### src/rtl/alu_seq_if.sv
// Operand/result handshake bundle for alu_seq: valid/ready on the operand side and on the result side.
interface alu_seq_if #(parameter int W = 8);
    logic           in_valid;
    logic           in_ready;
    logic [2:0]     S;
    logic [W-1:0]   A;
    logic [W-1:0]   B;
    logic           out_valid;
    logic           out_ready;
    logic [2*W-1:0] ans;
    logic           zero;
    logic           ovf;
    logic           err;

    modport master (
        output in_valid, S, A, B, out_ready,
        input  in_ready, out_valid, ans, zero, ovf, err
    );

    modport slave (
        input  in_valid, S, A, B, out_ready,
        output in_ready, out_valid, ans, zero, ovf, err
    );
endinterface

### src/rtl/alu_seq.sv
// Handshaked sequential ALU with registered result and flags.
// Optional shift-add multiplier for opcode 6 is compiled in when ALU_MUL_EN is defined.
//
// state | meaning
// IDLE  | waiting for an operation, in_ready high
// EXEC  | single-cycle opcode, result written on exit
// MUL   | shift-add iteration, one bit of B per cycle
// DONE  | result valid, waiting for out_ready
module alu_seq #(
    parameter int W = 8,
    localparam int SW = $clog2(W)
) (
    input logic       clk,
    input logic       rst_n,
    alu_seq_if.slave  bus
);
    localparam int CW = (SW < 1) ? 1 : SW;

    typedef enum logic [1:0] {
        IDLE = 2'd0,
        EXEC = 2'd1,
`ifdef ALU_MUL_EN
        MUL  = 2'd2,
`endif
        DONE = 2'd3
    } state_t;

    state_t         state;
    logic [2:0]     s_q;
    logic [W-1:0]   a_q;
    logic [W-1:0]   b_q;

    logic [W:0]     sum;
    logic [W:0]     dif;
    logic [2*W-1:0] shl;
    logic [2*W-1:0] r_ans;
    logic           r_ovf;
    logic           r_err;

`ifdef ALU_MUL_EN
    logic [2*W-1:0] acc;
    logic [2*W-1:0] mcand;
    logic [CW-1:0]  mcnt;
    logic [2*W-1:0] mul_sum;

    assign mul_sum = acc + (b_q[0] ? mcand : '0);
`endif

    always_comb begin
        sum   = {1'b0, a_q} + {1'b0, b_q};
        dif   = {1'b0, a_q} - {1'b0, b_q};
        shl   = {{W{1'b0}}, a_q} << b_q[SW-1:0];
        r_ans = '0;
        r_ovf = 1'b0;
        r_err = 1'b0;
        case (s_q)
            3'd0: begin
                r_ans = {{(W-1){1'b0}}, sum};
                r_ovf = sum[W];
            end
            3'd1: begin
                r_ans = {{(W-1){1'b0}}, dif};
                r_ovf = (a_q < b_q);
            end
            3'd2:    r_ans = {{W{1'b0}}, a_q & b_q};
            3'd3:    r_ans = {{W{1'b0}}, a_q | b_q};
            3'd4:    r_ans = {{W{1'b0}}, a_q ^ b_q};
            3'd5:    r_ans = shl;
            // opcode 6 only reaches EXEC when the multiplier is not built
            default: r_err = 1'b1;
        endcase
    end

    always_ff @(posedge clk or negedge rst_n) begin
        if (!rst_n) begin
            state         <= IDLE;
            s_q           <= '0;
            a_q           <= '0;
            b_q           <= '0;
            bus.in_ready  <= 1'b1;
            bus.out_valid <= 1'b0;
            bus.ans       <= '0;
            bus.zero      <= 1'b1;
            bus.ovf       <= 1'b0;
            bus.err       <= 1'b0;
`ifdef ALU_MUL_EN
            acc           <= '0;
            mcand         <= '0;
            mcnt          <= '0;
`endif
        end else begin
            case (state)
                IDLE: begin
                    if (bus.in_valid) begin
                        s_q          <= bus.S;
                        a_q          <= bus.A;
                        b_q          <= bus.B;
                        bus.in_ready <= 1'b0;
                        state        <= EXEC;
`ifdef ALU_MUL_EN
                        if (bus.S == 3'd6) begin
                            acc   <= '0;
                            mcand <= {{W{1'b0}}, bus.A};
                            mcnt  <= CW'(W - 1);
                            state <= MUL;
                        end
`endif
                    end
                end
                EXEC: begin
                    bus.ans       <= r_ans;
                    bus.zero      <= (r_ans == '0);
                    bus.ovf       <= r_ovf;
                    bus.err       <= r_err;
                    bus.out_valid <= 1'b1;
                    state         <= DONE;
                end
`ifdef ALU_MUL_EN
                MUL: begin
                    acc   <= mul_sum;
                    mcand <= mcand << 1;
                    b_q   <= b_q >> 1;
                    if (mcnt == '0) begin
                        bus.ans       <= mul_sum;
                        bus.zero      <= (mul_sum == '0);
                        bus.ovf       <= |mul_sum[2*W-1:W];
                        bus.err       <= 1'b0;
                        bus.out_valid <= 1'b1;
                        state         <= DONE;
                    end else begin
                        mcnt <= mcnt - 1'b1;
                    end
                end
`endif
                DONE: begin
                    if (bus.out_ready) begin
                        bus.out_valid <= 1'b0;
                        bus.in_ready  <= 1'b1;
                        state         <= IDLE;
                    end
                end
                default: state <= IDLE;
            endcase
        end
    end
endmodule

### src/flat_wrapper.sv
// flat-port wrapper written by rule: the top's interface ports become plain ports
module alu_seq_flat 
#(
    parameter int W = 8,
    localparam int SW = $clog2(W)
)
  (clk, rst_n, bus_in_valid, bus_S, bus_A, bus_B, bus_out_ready, bus_in_ready, bus_out_valid, bus_ans, bus_zero, bus_ovf, bus_err);
  alu_seq_if #(.W(W)) bus_i ();
  input logic clk;
  input logic rst_n;
  input wire logic [$bits(bus_i.in_valid)-1:0] bus_in_valid;
  input wire logic [$bits(bus_i.S)-1:0] bus_S;
  input wire logic [$bits(bus_i.A)-1:0] bus_A;
  input wire logic [$bits(bus_i.B)-1:0] bus_B;
  input wire logic [$bits(bus_i.out_ready)-1:0] bus_out_ready;
  output wire logic [$bits(bus_i.in_ready)-1:0] bus_in_ready;
  output wire logic [$bits(bus_i.out_valid)-1:0] bus_out_valid;
  output wire logic [$bits(bus_i.ans)-1:0] bus_ans;
  output wire logic [$bits(bus_i.zero)-1:0] bus_zero;
  output wire logic [$bits(bus_i.ovf)-1:0] bus_ovf;
  output wire logic [$bits(bus_i.err)-1:0] bus_err;
  assign bus_i.in_valid = bus_in_valid;
  assign bus_i.S = bus_S;
  assign bus_i.A = bus_A;
  assign bus_i.B = bus_B;
  assign bus_i.out_ready = bus_out_ready;
  assign bus_in_ready = bus_i.in_ready;
  assign bus_out_valid = bus_i.out_valid;
  assign bus_ans = bus_i.ans;
  assign bus_zero = bus_i.zero;
  assign bus_ovf = bus_i.ovf;
  assign bus_err = bus_i.err;
  alu_seq #(.W(W)) u_core (.clk(clk), .rst_n(rst_n), .bus(bus_i));
endmodule
### config.mk
export PLATFORM = sky130hd
export DESIGN_NAME = alu_seq_flat
export DESIGN_NICKNAME = d
export VERILOG_FILES = /design/src/rtl/alu_seq_if.sv /design/src/rtl/alu_seq.sv /design/src/flat_wrapper.sv
export SDC_FILE = /design/constraint.sdc
export NUM_CORES = 1
export LEC_CHECK = 0
export BUFFER_PORTS_ARGS = -buffer_cell sky130_fd_sc_hd__buf_2
export CAP_MARGIN = 20
export CORE_MARGIN = 1
export CORE_UTILIZATION = 35
export CTS_CLUSTER_DIAMETER = 80
export CTS_CLUSTER_SIZE = 20
export DETAILED_ROUTE_END_ITERATION = 10
export SYNTH_ARGS = -nofsm -noshare
export SYNTH_HDL_FRONTEND = slang
export SYNTH_SLANG_ARGS = --single-unit
### constraint.sdc
create_clock -name clk -period 4.11 [get_ports clk]
set_clock_uncertainty 0.15 [all_clocks]
set_input_delay 0.2055 -clock clk [delete_from_list [all_inputs] [get_ports clk]]
set_output_delay 0.2055 -clock clk [all_outputs]
set_load 0.05 [all_outputs]
==> impl.org <==
** Drt
- Vias post-DR :: 2665
- The detailed router finished its first iteration with 255 violations.
- First drt pass iteration count :: 4
- Summed over all layers, the routed wires come to 7.62 mm.
- The count of nets left with antenna violations once routing finished came out at 0.
- Average wire length per cell after detail routing :: 15.1 um
- Dividing the detail-routed via count by the number of cells gives 5.28.
- DRC :: 0

** Global routing
- The initial antenna violation count was 0.
- First-pass GRT wire length :: 12.8 mm
- The via count of the first global-routing pass is 2482.
- The total overflow left after global routing is 0.
- In the global route stage, overall resource usage came out at 18.5%.
- Maximum number of pins on one net before global-route repair :: 42

** Placed design
- Count of input and output buffers :: 42
- In this run the cell area measured after placement is 0.00325 mm^2.
- DP Worst Slack :: 0.795 ns
- Routability-driven placement finished with a final weighted congestion of 0.914.
- Estimated wirelength of the detail-placed design :: 5.74 mm

** Timing
- Sum of negative setup slack :: 0 ns
- Setup repair after global routing left no endpoint under its margin.
- Final critical-path required period :: 3.35 ns
- The worst path meets setup with 0.757 ns of slack.
- Worst slew margin relative to its limit :: 37.9%
- The final hold violation count came to 0.
- For the pin with the worst max-slew slack, the measured transition is 0.931 ns.
- The number of pins with negative max-slew slack in the final report came to 0.
- Share of the clock period used by the worst path :: 81.6%
- Based on the critical path, the design can be clocked at up to 0.298 GHz.
- Setup violations remaining at the end of the flow were counted as 0.

** Yosys
- Of all cell types, the one taking the most synthesized area is sky130_fd_sc_hd__dfrtp_1.
- The synthesized netlist occupies a cell area of 0.00300 mm^2.
- Post-synthesis area per instance :: 8.60 um^2
- Count of different cell masters after synthesis :: 61
- Post-synthesis share of cell area spent on full adders, half adders and majority gates :: 11.8%
- In the synthesized netlist, mux cells make up 5.29% of the area.
- Sequential share of the synthesized area :: 34.3%
- Ranked by total cell area, the synthesized netlist is headed by sky130_fd_sc_hd__dfrtp_1 (33%), sky130_fd_sc_hd__ha_1 (10%), sky130_fd_sc_hd__nand2_1 (6.9%).
- After Yosys synthesis, and, or, nand and nor cells account for 19.0% of the synthesized area.
- The number of nets handed over by synthesis was 399.
- After synthesis the netlist holds a flip-flop and latch count of 41.
- By area, the combinational part of the netlist is dominated by compound AO/OA/AOI/OAI gates.
- For this run, the leading register cell type out of synthesis is sky130_fd_sc_hd__dfrtp_1.
- Fraction of synthesis flops using an asynchronous set or reset pin :: 100%
- EDFF count, synth :: 0
- Synthesis produced a netlist whose cell count is 349.
- Synth top area share :: 32.5%
- The synthesized netlist devotes 1.75% of its cell area to XOR and XNOR gates.
- During synthesis, Yosys emitted a total of 0 warnings.
- Complex-gate fraction of the synthesized area :: 21.1%

** Finish
- Of the cells placed in the final design, the portion with a size suffix greater than 1 is 15.8%.
- Syn-to-layout area delta :: 19.2%
- Total Nets Final :: 449
- Post-route cell area :: 0.00358 mm^2
- The top cell types in the final layout, fill and taps aside, are sky130_fd_sc_hd__nand2_1 (55), sky130_fd_sc_hd__buf_2 (42), sky130_fd_sc_hd__dfrtp_1 (39), sky130_fd_sc_hd__o21ai_0 (30), sky130_fd_sc_hd__nor2_1 (28).
- Antenna diode instance count :: 0
- Number of filler cells placed in the layout :: 860
- For this run, the share of the core covered by cells in the final layout is 43.3%.
- Leaving out fill and tap cells, the most frequent cell in the layout is sky130_fd_sc_hd__nand2_1.

** Floorplanning
- The die is 94.6 um tall.
- In this run the horizontal extent of the chip is 94.6 um.
- Core ar. :: 0.00826 mm^2
- Initial core utilization :: 36.3%
- After floorplanning, the core was divided into 33 placement rows.
- Die ar. :: 0.00895 mm^2
- Number of primary I/O pins :: 44

** Clocking
- Number of levels in the clock H-tree :: 2
- Buffers inserted during clock tree synthesis total 5.
- The cell sitting at the root of the clock tree is a sky130_fd_sc_hd__clkbuf_8.
- Post-CTS timing repair inserted 0 buffers for setup.
- Max Buffers Root-to-Sink :: 2
- The clock drives 41 sinks.
- Clock latency on the worst-skew pair, taken at its later pin, is 0.30 ns.
- TritonCTS built the clock tree.
- Clock-pin slew on the worst setup and hold paths :: 0.08 ns

** Status
- Run status :: completed

** Worst setup path
- Worst EP required :: 4.20 ns
- Sort of element at the end of the critical path :: flip-flop
- CP max FO :: 19
- Critical Path Source Type :: flip-flop
- Arrival time at the worst endpoint :: 3.45 ns
- The critical path is of the reg2reg type.

** Flow run
- Max-capacitance violation count :: 0

** Worst hold path
- Class of the tightest hold or removal check :: in2reg
per-stage QoR:
step | hold slack (ns) | std cells
after global routing | 0.0353 | 505
after detailed placement | 0.262 | 476
after global placement | 0.250 | 476
final | 0.0190 | 505
after floorplan | -0.240 | 349
after CTS | 0.0126 | 505
area by class of cell:
| type | count | area, um^2 | area share [%] |
|---|---|---|---|
| Sequential cell | 41 | 1030 | 28.8 |
| Clock inverter | 2 | 37.5 | 1.05 |
| Tap cell | 105 | 131 | 3.67 |
| Timing Repair Buffer | 65 | 435 | 12.2 |
| Multi-Input combinational cell | 263 | 1780 | 49.6 |
| Clock buffer | 6 | 82.6 | 2.31 |
| Inverter | 23 | 86.3 | 2.41 |
critical path: stages (launching register included):
cell                        delay [ns]
sky130_fd_sc_hd__dfrtp_1          0.79
sky130_fd_sc_hd__inv_1            0.31
sky130_fd_sc_hd__fa_1             0.59
sky130_fd_sc_hd__nor3_1           0.04
sky130_fd_sc_hd__a31o_1           0.22
sky130_fd_sc_hd__a221o_1          0.37
sky130_fd_sc_hd__a2111oi_1        0.28
sky130_fd_sc_hd__nand3_1          0.12
sky130_fd_sc_hd__nor4_1           0.20
sky130_fd_sc_hd__a32o_1           0.20
cell families (layout without fill, tap and decap cells):
family,count (synthesis),count (layout)
buf+inv,45,96
flops,41,41
mux,13,13
fa+ha+maj,27,27
xor+xnor,6,6
other cells,1,1
simple gates,123,123
compound gates,93,93
metal layers:
metal	routed length [um]	global-route usage (%)	up-vias
li1	-	-	1324
met1	3620	26.3	1244
met2	3410	27.9	87
met3	436	3.38	10
met4	163	6.69	0
met5	0	0	-
synth_stat cells, types with 3 or more instances:
| master | n |
|---|---|
| sky130_fd_sc_hd__nand2_1 | 55 |
| sky130_fd_sc_hd__dfrtp_1 | 39 |
| sky130_fd_sc_hd__o21ai_0 | 30 |
| sky130_fd_sc_hd__nor2_1 | 29 |
| sky130_fd_sc_hd__ha_1 | 25 |
| sky130_fd_sc_hd__inv_1 | 23 |
| sky130_fd_sc_hd__a21oi_1 | 16 |
| sky130_fd_sc_hd__buf_2 | 10 |
| sky130_fd_sc_hd__clkbuf_1 | 9 |
| sky130_fd_sc_hd__mux2i_1 | 8 |
| sky130_fd_sc_hd__nand2b_1 | 6 |
| sky130_fd_sc_hd__nand3_1 | 6 |
| sky130_fd_sc_hd__nor2b_1 | 6 |
| sky130_fd_sc_hd__a221oi_1 | 5 |
| sky130_fd_sc_hd__a32o_1 | 4 |
| sky130_fd_sc_hd__nor3_1 | 4 |
| sky130_fd_sc_hd__xnor2_1 | 4 |
| sky130_fd_sc_hd__mux2_2 | 3 |
| sky130_fd_sc_hd__nor4_1 | 3 |
| sky130_fd_sc_hd__o211ai_1 | 3 |
| sky130_fd_sc_hd__o21ai_1 | 3 |
| sky130_fd_sc_hd__o31ai_1 | 3 |
registers in the layout, summed over array words and instances, names as in the netlist:
register,flops
u_core.bus.in_ready,1
u_core.bus.ovf,1
u_core.bus.zero,1
u_core.s_q,3
u_core.bus.err,1
u_core.bus.ans,15
u_core.a_q,8
u_core.bus.out_valid,1
u_core.state,2
u_core.b_q,8
repair_timing:
item,CTS,global route
resized for setup,0,0
hold endpoints to repair,59,0
hold buffers,21,0
path summary, 6_finish.rpt:
kind,start,end,slack [ns],cells past startpoint
worst max-delay path,u_core.b_q[1]$_DFFE_PN0P_,u_core.bus.zero$_DFFE_PN1P_,0.76,9
min in group asynchronous,rst_n,u_core.a_q[2]$_DFFE_PN0P_,0.41,2
worst min-delay path,bus_in_valid,u_core.state[0]$_DFFE_PN0P_,0.02,3
worst max register to register,u_core.b_q[1]$_DFFE_PN0P_,u_core.bus.zero$_DFFE_PN1P_,0.76,9
max in group asynchronous,rst_n,u_core.b_q[3]$_DFFE_PN0P_,2.80,2
worst min register to register,u_core.bus.err$_DFFE_PN0P_,u_core.bus.err$_DFFE_PN0P_,0.31,2
Power is left out: the tool's default activity adds up to more than one toggle a clock period on the data nets, which glitch-free logic cannot reach.
